<file path="src/rtl/if_fetch_unit.sv">
// if_fetch_unit: RISC-V fetch stage. Owns the PC, one outstanding imem request,
// output register plus one-entry skid buffer, redirect with in-flight discard.
// Optional feature macro: FETCH_PERF_CNT_EN (adds perf_fetched / perf_bubbles).

package cpu_pkg;
   typedef struct packed {
      logic [31:0] pc_address;
      logic [31:0] instruc;
   } if_id_data_t;
endpackage

module if_fetch_unit #(
   parameter logic [31:0] RESET_PC = 32'h0000_0000
) (
   input  logic                 clock,
   input  logic                 reset,
   output logic                 imem_req_valid,
   input  logic                 imem_req_ready,
   output logic [31:0]          imem_req_addr,
   input  logic                 imem_rsp_valid,
   input  logic [31:0]          imem_rsp_data,
   input  logic                 stall,
   input  logic                 redirect_valid,
   input  logic [31:0]          redirect_pc,
   output logic                 if_valid,
`ifdef FETCH_PERF_CNT_EN
   output logic [31:0]          perf_fetched,
   output logic [31:0]          perf_bubbles,
`endif
   output cpu_pkg::if_id_data_t data_out
);

   typedef enum logic [1:0] {BOOT, REQ, WAIT} state_e;

   state_e               state_q, state_d;
   logic [31:0]          pc_q, pc_d;
   logic [31:0]          req_pc_q, req_pc_d;
   logic                 req_valid_q, req_valid_d;
   logic                 out_valid_q, out_valid_d;
   cpu_pkg::if_id_data_t out_q, out_d;
   cpu_pkg::if_id_data_t skid_q, skid_d;
   logic                 skid_full_q, skid_full_d;
   logic                 drop_q, drop_d;

   logic                 handshake;
   logic                 rsp_in_wait;
   logic                 deliver;
   logic                 consume;
   cpu_pkg::if_id_data_t rsp_entry;

   // req_valid_q is only ever set while the FSM sits in REQ.
   assign handshake   = req_valid_q && imem_req_ready;
   assign rsp_in_wait = (state_q == WAIT) && imem_rsp_valid;
   assign deliver     = rsp_in_wait && !drop_q && !redirect_valid;
   assign consume     = out_valid_q && !stall;
   assign rsp_entry   = {req_pc_q, imem_rsp_data};

   always_comb begin
      // NOTE: every variable gets a default first so no path leaves it unassigned (no latch).
      state_d     = state_q;
      pc_d        = pc_q;
      req_pc_d    = req_pc_q;
      out_valid_d = out_valid_q;
      out_d       = out_q;
      skid_d      = skid_q;
      skid_full_d = skid_full_q;
      drop_d      = drop_q;

      case (state_q)
         BOOT: state_d = REQ;
         REQ: begin
            if (handshake) begin
               req_pc_d = pc_q;
               pc_d     = pc_q + 32'd4;
               state_d  = WAIT;
            end
         end
         WAIT: begin
            if (imem_rsp_valid) state_d = REQ;
         end
         default: state_d = BOOT;
      endcase

      if (rsp_in_wait && drop_q) drop_d = 1'b0;

      if (consume) begin
         if (skid_full_q) begin
            out_d       = skid_q;
            skid_full_d = deliver;
            if (deliver) skid_d = rsp_entry;
         end else if (deliver) begin
            out_d = rsp_entry;
         end else begin
            out_valid_d = 1'b0;
         end
      end else if (deliver) begin
         if (!out_valid_q && !skid_full_q) begin
            out_d       = rsp_entry;
            out_valid_d = 1'b1;
         end else begin
            skid_d      = rsp_entry;
            skid_full_d = 1'b1;
         end
      end

      // A response arriving alongside the redirect is consumed here, so only a
      // still-pending or just-issued request needs the drop marker.
      if (redirect_valid) begin
         pc_d        = {redirect_pc[31:2], 2'b00};
         out_valid_d = 1'b0;
         skid_full_d = 1'b0;
         if (handshake || ((state_q == WAIT) && !imem_rsp_valid)) drop_d = 1'b1;
      end

      req_valid_d = (state_d == REQ) && !skid_full_d;
   end

   always_ff @(posedge clock or negedge reset) begin
      if (!reset) begin
         // NOTE: the payload registers are reset too, because data_out must read zero out of reset.
         state_q     <= BOOT;
         pc_q        <= RESET_PC;
         req_pc_q    <= RESET_PC;
         req_valid_q <= 1'b0;
         out_valid_q <= 1'b0;
         out_q       <= '0;
         skid_q      <= '0;
         skid_full_q <= 1'b0;
         drop_q      <= 1'b0;
      end else begin
         // NOTE: non-blocking so every flop samples the pre-edge values computed above.
         state_q     <= state_d;
         pc_q        <= pc_d;
         req_pc_q    <= req_pc_d;
         req_valid_q <= req_valid_d;
         out_valid_q <= out_valid_d;
         out_q       <= out_d;
         skid_q      <= skid_d;
         skid_full_q <= skid_full_d;
         drop_q      <= drop_d;
      end
   end

   assign imem_req_valid = req_valid_q;
   assign imem_req_addr  = pc_q;
   assign if_valid       = out_valid_q;
   assign data_out       = out_q;

`ifdef FETCH_PERF_CNT_EN
   logic [31:0] fetched_q, fetched_d;
   logic [31:0] bubbles_q, bubbles_d;

   // Saturating counters, deliberately blind to redirects.
   always_comb begin
      fetched_d = fetched_q;
      bubbles_d = bubbles_q;
      if (consume && (fetched_q != '1)) fetched_d = fetched_q + 32'd1;
      if (!out_valid_q && !stall && (bubbles_q != '1)) bubbles_d = bubbles_q + 32'd1;
   end

   always_ff @(posedge clock or negedge reset) begin
      if (!reset) begin
         fetched_q <= '0;
         bubbles_q <= '0;
      end else begin
         fetched_q <= fetched_d;
         bubbles_q <= bubbles_d;
      end
   end

   assign perf_fetched = fetched_q;
   assign perf_bubbles = bubbles_q;
`endif

endmodule

</file>
<file path="config.mk">
export PLATFORM = sky130hd
export DESIGN_NAME = if_fetch_unit
export DESIGN_NICKNAME = d
export VERILOG_FILES = /design/src/rtl/if_fetch_unit.sv
export SDC_FILE = /design/constraint.sdc
export NUM_CORES = 1
export LEC_CHECK = 0
export CORE_MARGIN = 5
export CORE_UTILIZATION = 45
export DETAILED_ROUTE_END_ITERATION = 16
export MAX_ROUTING_LAYER = met4
export PLACE_DENSITY = 0.8
export SETUP_SLACK_MARGIN = 0.05
export SYNTH_ARGS = -nofsm -noshare
export SYNTH_HDL_FRONTEND = slang
export SYNTH_SLANG_ARGS = --single-unit
</file>
<file path="constraint.sdc">
create_clock -name clock -period 5.66 [get_ports clock]
set_clock_uncertainty 0.2 [all_clocks]
set_input_delay 1.132 -clock clock [delete_from_list [all_inputs] [get_ports clock]]
set_output_delay 1.132 -clock clock [all_outputs]
set_load 0.02 [all_outputs]
</file>
==> impl_metrics.ini, run 1 <==
[timing]
min_period_ns = 3.715
setup_tns_ns = 0
max_slew_margin = 0.2729
worst_pin_slew_ns = 1.084
setup_slack_ns = 1.945
timing.fmax_mhz = 269.2
final.period_utilization = 0.6564
timing.final.hold_violations = 0
rsz0062_at_grt = false
finalSetupViolations = 0
finalMaxSlewViolations = 0
holdWs_ns = 0.2956

[run_status]
status = complete, no violations

[global_route]
gr-usage-all-layers = 0.1945
grt_pass1_wl_um = 33030
grt_pass1_vias = 6308
antenna_found_initial = 0
grt_overflow_total = 0
grt_max_degree = 102

[route]
drcViolationCount = 0
via_per_inst = 5.527
antenna_left = 0
vias = 6047
wl_per_cell_um = 18.31
drtIter0Drc = 386
drt-pass1-iter-count = 5
wl_um = 20040

[synth]
synth_edf_count = 0
ys_seq_area_frac = 0.5557
ys.flop_type = dfrtp_1
synth_area_mm2 = 0.008556
ys_async_sr_fraction = 1.000
yosysTopAreaCell = dfrtp_1
syn_area_per_cell_um2 = 12.26
synth_top_cells_by_count = dfrtp_1 (190), mux2_2 (186), nand2_1 (105)
yosysTopAreaCellShare = 0.5557
synth-seq-cells = 190
yosysMostFrequentCell = dfrtp_1
ys_warn_count = 0
yosysUniqueCellTypes = 53
yosys-top-cells-area = dfrtp_1 (56%), mux2_2 (24%), nand2_1 (4.6%), o21ai_0 (1.3%), or4_1 (1.3%)
syn_inst = 698

[min_path]
hp-class = register to register
hold-path-cell-count = 2

[finish]
layout-drive-gt1-share = 0.2756
area_delta_synth_final_pct = 28.37
final_area_mm2 = 0.01098
nNetsFinal = 918
antenna_cells = 0

[power_and_ir_drop]
clkPwrFrac = 0.321
netSwitchingPower_mw = 1.167
p_seq_frac = 0.451
ir_drop_uv = 235.9
swShare = 0.3040
p_int_mw = 2.672
cellPowerDensity_mw_per_mm2 = 349.6
comb_power_share = 0.229
cellLeakagePower_nw = 4.902
total_power_mw = 3.840

[setup_path]
crit_chain = clkdlybuf4s50_1 -> nand4b_1 -> or4_1 -> or4_1 -> a31oi_1
r2r_cells = 4
criticalPathCategory = primary input to register
startpoint_type = primary input
cp_common_cell = or4_1
cp_max_fo = 14
worst_ep_arrival_time_ns = 3.85
crit_slowest_cell = or4_1
critPathCaptureType = register
worst_path_largest_cell_delay_ns = 0.94
cp.required_ns = 5.80

[cts]
cts_resized = 0
post-cts-setup-buffers = 0
cts_tree = done
ctsHoldBuffers = 0
htreeDepth = 4
clock-sinks = 190
clk_pin_slew_ns = 0.07
cts.path.max_buffers = 2
clk-insertion-delay-late_ns = 0.43
cts-root-buf = clkbuf_16
cts_buffers = 17

[placement]
dp_hpwl_um = 13120
gp_congestion = 0.7980
placed_area_mm2 = 0.01038
io_buffer_count = 161
place_ws_ns = 1.537

[floorplanning]
pin_count = 168
row_count = 50
die-area_mm2 = 0.02187
die_height_um = 147.9
start_util = 0.4574
core-area_mm2 = 0.01871
die_w_um = 147.9

[job]
drv_cap = 0
==> layer usage <==
layer | global-route usage | up-vias | share of wire
met2 | 0.2932 | 210 | 0.46
met1 | 0.2622 | 3019 | 0.47
met5 | - | - | 0
met4 | 0.05958 | 0 | 0.013
li1 | - | 2796 | -
met3 | 0.04874 | 22 | 0.062
==> sequential cells by signal, summed over array words and instances, names as in the netlist <==
register        count
data_out           62
imem_req_valid      1
skid_full_q         1
state_q             2
if_valid            1
skid_q             62
req_pc_q           30
imem_req_addr      30
drop_q              1
==> power groups by stage <==
stage / clock network (mW) / registers [mW] / logic [mW]
CTS: 1.26 / 1.73 / 0.890
global route: 1.31 / 1.77 / 0.965
global placement: 0 / 1.74 / 0.867
finish: 1.23 / 1.73 / 0.878
detailed placement: 0 / 1.75 / 0.884
floorplan: 0 / 1.83 / 0.386
==> through the flow <==
| stage | std cells | util |
|---|---|---|
| floorplan | 701 | - |
| detailed placement | 1062 | 0.5548 |
| CTS | 1094 | 0.5872 |
| global placement | 1062 | 0.5548 |
| global route | 1094 | 0.5872 |
| finish | 1094 | 0.5872 |
==> layout by cell type, fill, tap and decap left out, types with 3 or more instances in the layout <==
master / synthesis / routed
dfrtp_1: 190 / 190
mux2_2: 186 / 186
clkdlybuf4s50_1: 0 / 160
nand2_1: 105 / 104
o21ai_0: 23 / 23
nor2_1: 17 / 17
clkbuf_16: 0 / 17
or4_1: 15 / 15
nand4_1: 12 / 12
nand3_1: 12 / 12
a31oi_1: 12 / 12
o31ai_1: 10 / 10
xnor2_1: 9 / 9
inv_1: 8 / 8
buf_4: 4 / 6
o211ai_1: 5 / 5
nor3_1: 4 / 4
nor4_1: 4 / 4
conb_1: 1 / 4
clkinvlp_4: 0 / 4
or3_1: 3 / 3
inv_8: 0 / 3
inv_6: 0 / 3
==> kinds of logic after synthesis <==
family,count (synthesis),share of synthesized area
simple gates,195,0.1126
flops,190,0.5557
mux,187,0.2460
compound gates,63,0.04724
buf+inv,51,0.02632
xor+xnor,10,0.01024
fa+ha+maj,1,0.001462
other cells,1,0.0004383
==> worst paths after layout <==
| kind | from | to | slack, ns |
|---|---|---|---|
| min in group asynchronous | reset | data_out[5] | 0.57 |
| max reg2reg | state_q[1] | imem_req_addr[23] | 2.71 |
| min | req_pc_q[21] | req_pc_q[21] | 0.30 |
| max | imem_req_ready | imem_req_addr[23] | 1.94 |
| min reg2reg | req_pc_q[21] | req_pc_q[21] | 0.30 |
| max in group asynchronous | reset | data_out[27] | 3.57 |
==> area by class of cell <==
class,count,area (µm²)
repair buffers,169,1700
multi-input cells,460,3596
flip-flops and latches,190,4755
fillers,1521,7722
clock buffers,17,425.4
inverters,9,33.78
well taps,234,292.8
clock inverters,15,180.2
==> worst max-delay path, delay by kind of cell <==
family / cells / cell delay [ns]
compound gates: 1 / 0.17
simple gates: 3 / 2.01
buf+inv: 1 / 0.54
Note: power is estimated with default switching activity, not from simulation.
==> run 2: changes to the inputs <==
- PLACE_DENSITY: 0.8 -> 0.83
- clock period: 5.66 -> 3.2 ns (I/O delays scaled with it)
==> run 2 against run 1 <==
  * Sequential power up 77%
  * Total power is 80% higher
  * Worst setup slack got worse by 1.4 ns
  * Combinational power is 80% higher
  * Non-clock buffer count rose by 10
  * First-iteration DRC count shrank 28%
  * Wire length is 1.4% higher
  * Sequential cell count stayed put
  * Core utilization increased by 0.76 points
  * Sequential share of layout area down 0.55 points
==> impl_metrics.ini, run 2 (synthesis results as in run 1) <==
[setup_path]
rrSetupSlack_ns = 0.53
cp.required_ns = 3.35
crit_slowest_cell = or4_1
worst_path_largest_cell_delay_ns = 0.83
criticalPathCategory = register to register
crit_chain = nand4_1 -> or4_1 -> or4_1 -> a31oi_1
r2r-start = imem_req_addr[7]
cp_max_fo = 14
r2r_cells = 4
critPathCaptureType = register
critPathBufInv = 0
cp_common_cell = or4_1
worst_ep_arrival_time_ns = 2.82
critPathTopFamily = simple AND/OR/NAND/NOR gates
startpoint_type = register
crit-reg2reg-capture = imem_req_addr[23]

[finish]
antenna_cells = 0
mostFrequentLayoutCell = dfrtp_1
layout-drive-gt1-share = 0.2839
area_delta_synth_final_pct = 30.02
final_cell_mix = dfrtp_1 (190), mux2_2 (186), clkdlybuf4s50_1 (160), nand2_1 (104), o21ai_0 (23)
nNetsFinal = 928

[floorplanning]
start_util = 0.4574
die-area_mm2 = 0.02187
die_height_um = 147.9
pin_count = 168
row_count = 50
core-area_mm2 = 0.01871
die_w_um = 147.9

[placement]
gp_congestion = 0.8213
dp_hpwl_um = 13750
io_buffer_count = 161
place_ws_ns = 0.1114

[cts]
ctsHoldBuffers = 0
clock-sinks = 190
cts.path.max_buffers = 2
htreeDepth = 4
clk_pin_slew_ns = 0.08
cts_buffers = 17
cts_tree = done
post-cts-setup-buffers = 0
cts-root-buf = clkbuf_16
clk-insertion-delay-late_ns = 0.42
cts_resized = 0

[global_route]
grt_max_degree = 67
grt_pass1_vias = 6404
grt_overflow_total = 0
grt_pass1_wl_um = 34020
gr-usage-all-layers = 0.1988
antenna_found_initial = 0

[power_and_ir_drop]
ir_drop_uv = 387.1
clkPwrFrac = 0.329
netSwitchingPower_mw = 2.039
p_int_mw = 4.885
p_seq_frac = 0.443
cellPowerDensity_mw_per_mm2 = 622.4
swShare = 0.2945
comb_power_share = 0.229
cellLeakagePower_nw = 4.989

[route]
vias = 6055
drcViolationCount = 0
wl_per_cell_um = 18.40
antenna_left = 0
drtIter0Drc = 278
drt-pass1-iter-count = 4
wl_um = 20310
via_per_inst = 5.485

[timing]
finalMaxSlewViolations = 0
worst_pin_slew_ns = 0.6396
final.period_utilization = 0.8330
setup_tns_ns = 0
max_slew_margin = 0.5703
rsz0062_at_grt = false
finalSetupViolations = 0
timing.final.hold_violations = 0
min_period_ns = 2.666
setup_slack_ns = 0.5344
timing.fmax_mhz = 375.2

[run_status]
status = complete, no violations

[min_path]
hp-class = primary input to async pin

[job]
drv_cap = 0
-- run 2: cell types whose count changed in the layout (fill, tap and decap cells not counted), sizes merged --
cell      before  now
bufinv         2    4
clkinvlp       4    1
inv           14   15
buf            8   18
-- run 2: cell type report --
cell class | count | area, µm²
fill | 1548 | 7581
sequential | 190 | 4755
multi-input combinational | 460 | 3601
timing repair buffer | 179 | 1813
clock buffer | 17 | 425.4
tap | 234 | 292.8
clock inverter | 15 | 203.9
inverter | 9 | 33.78
-- run 2: worst max path at each step --
| stage | cells past startpoint | slack, ns | start | to |
|---|---|---|---|---|
| 4_1_cts | 5 | 0.55 | imem_req_ready | imem_req_addr[23] |
| 3_3_place_gp | 5 | 0.16 | imem_req_ready | imem_req_addr[23] |
| 6_report | 4 | 0.53 | imem_req_addr[7] | imem_req_addr[23] |
| 5_1_grt | 4 | 0.45 | imem_req_addr[7] | imem_req_addr[23] |
| 2_1_floorplan | 6 | 0.88 | imem_req_addr[2] | imem_req_addr[18] |
| 3_5_place_dp | 5 | 0.11 | imem_req_ready | imem_req_addr[23] |
-- run 2: per-layer routing --
layer / up-vias / routed length (µm) / global-route usage
li1: 2807 / - / -
met1: 3029 / 8919 / 0.2585
met2: 201 / 9737 / 0.3143
met3: 18 / 1378 / 0.04782
met4: 0 / 276 / 0.05589
met5: - / 0 / -
-- run 2: stage by stage --
stage / hold slack (ns) / std cells / power [mW] / util / instance area [µm²]
2_1_floorplan: 0.1444 / 701 / 3.927 / - / 8567
3_3_place_gp: 0.2774 / 1072 / 4.631 / 0.5611 / 10500
3_5_place_dp: 0.2810 / 1072 / 4.696 / 0.5611 / 10500
4_1_cts: 0.02333 / 1104 / 6.992 / 0.5947 / 11120
5_1_grt: 0.04182 / 1104 / 7.275 / 0.5947 / 11120
6_report: 0.01520 / 1104 / 6.924 / 0.5947 / 11120
-- run 2: power groups by stage --
| stage | logic [mW] | clock network, mW | registers (mW) |
|---|---|---|---|
| floorplan | 0.683 | 0 | 3.24 |
| CTS | 1.60 | 2.33 | 3.06 |
| global placement | 1.55 | 0 | 3.08 |
| global route | 1.73 | 2.42 | 3.12 |
| detailed placement | 1.59 | 0 | 3.10 |
| finish | 1.58 | 2.28 | 3.06 |
==> run 3: changes to the inputs <==
- PLACE_DENSITY: 0.83 -> 0.8
- clock period: 3.2 -> 2.75 ns (I/O delays scaled with it)
==> run 3 against run 2 <==
  * Global-route usage down 0.58 points
  * Core utilization up 0.62 points
  * Highest routed layer unchanged
  * Count of clock-buffer cells in the layout up 2
  * Via count down 0.31%
  * Cell count up 1.2%
  * Worst setup slack worse by 0.33 ns
  * Total power up 12%
  * Cell area up 1.0%
  * Non-clock buffer count up 13
  * Sequential cell count unchanged
  * First-iteration DRC count up 3.2%
==> impl_metrics.ini, run 3 (synthesis results as in run 1) <==
[setup_path]
worst_ep_arrival_time_ns = 2.69
crit_start = imem_req_ready
r2r_cells = 4
crit_end = imem_req_addr[23]
rrSetupSlack_ns = 0.40
crit-reg2reg-capture = imem_req_addr[23]
startpoint_type = primary input
r2r-start = state_q[1]
criticalPathCategory = primary input to register
cp.required_ns = 2.90
cp_max_fo = 8
critPathCaptureType = register

[finish]
mostFrequentLayoutCell = dfrtp_1
area_delta_synth_final_pct = 31.38
multi_input_area_mm2 = 0.003596
fill_cells = 1522
final_cell_mix = dfrtp_1 (190), mux2_2 (186), clkdlybuf4s50_1 (160), nand2_1 (104), o21ai_0 (23)
antenna_cells = 0
nNetsFinal = 941
final_area_mm2 = 0.01124
seq_area_mm2 = 0.004755
fin_util = 0.6009
layout-drive-gt1-share = 0.2911

[placement]
io_buffer_count = 161
gp_congestion = 0.8110
place_ws_ns = -0.2021
placed_area_mm2 = 0.01068
dp_hpwl_um = 13930

[route]
drcViolationCount = 0
drtIter0Drc = 287
wl_um = 20120
via_per_inst = 5.404
vias = 6036
wl_per_cell_um = 18.01
antenna_left = 0
drt-pass1-iter-count = 4

[min_path]
hp-class = register to register

[timing]
max_slew_margin = 0.6595
worst_pin_slew_ns = 0.5060
final.period_utilization = 0.9261
min_period_ns = 2.547
timing.fmax_mhz = 392.7
timing.final.hold_violations = 0
finalMaxSlewViolations = 0
rsz0062_at_grt = false
finalSetupViolations = 0
setup_slack_ns = 0.2032
holdWs_ns = 0.2944

[floorplanning]
die_w_um = 147.9
die_height_um = 147.9
die-area_mm2 = 0.02187
row_count = 50
start_util = 0.4574
core-area_mm2 = 0.01871
pin_count = 168

[cts]
cts_tree = done
cts_buffers = 17
clock-sinks = 190
cts_resized = 0
cts.path.max_buffers = 2
clk_pin_slew_ns = 0.07
clk-insertion-delay-late_ns = 0.42
cts-root-buf = clkbuf_16
htreeDepth = 4

[job]
drv_cap = 0

[global_route]
antenna_found_initial = 0
grt_pass1_wl_um = 32940
grt_max_degree = 57
grt_pass1_vias = 6388
grt_overflow_total = 0
gr-usage-all-layers = 0.1930

[power_and_ir_drop]
cellPowerDensity_mw_per_mm2 = 687.8
ir_drop_uv = 524.2
total_power_mw = 7.732
cellLeakagePower_nw = 5.036

[run_status]
status = complete, no violations
-- run 3: metal layers --
metal	track usage	vias to the layer above	share of wire
met5	-	-	0
met4	0.06005	0	0.016
met3	0.04721	23	0.054
met2	0.3008	174	0.46
met1	0.2517	3011	0.47
li1	-	2828	-
-- run 3: layout make-up --
cell class	count	share of cell area
clock buffer	19	0.03851
clock inverter	13	0.01046
inverter	9	0.003005
multi-input combinational	460	0.3199
sequential	190	0.4230
tap	234	0.02605
timing repair buffer	192	0.1791
-- run 3: worst min path at each step --
stage | from | to | depth (start not counted)
CTS | req_pc_q[31] | req_pc_q[31] | 2
detailed placement | req_pc_q[31] | req_pc_q[31] | 2
global placement | req_pc_q[8] | req_pc_q[8] | 2
finish | req_pc_q[31] | req_pc_q[31] | 2
floorplan | reset | data_out[0] | 0
global route | skid_q[6] | skid_q[6] | 1
-- run 3: report_power, final --
part | total [mW] | switching [mW] | leakage [nW] | internal, mW
clock network | 2.31 | 1.05 | 0.267 | 1.25
logic | 1.88 | 0.943 | 2.32 | 0.940
registers | 3.54 | 0.318 | 2.45 | 3.22
-- run 3: worst max-delay path, cell delays in order --
cell and delay [ns]:
clkdlybuf4s50_1 0.55, nand4b_1 0.19, or4_1 0.70, or4_1 0.52, a31oi_1 0.17
-- run 3: metrics by stage --
stage | instances | TNS (ns)
after floorplan | 701 | 0
after global placement | 1084 | -1.022
after detailed placement | 1084 | -1.940
after CTS | 1117 | 0
after global routing | 1117 | 0
final | 1117 | 0
-- run 3: what timing repair did --
action | in CTS | in global routing
hold endpoints to repair | 53 | 0
setup buffers | 0 | 0
hold buffers | 1 | 0
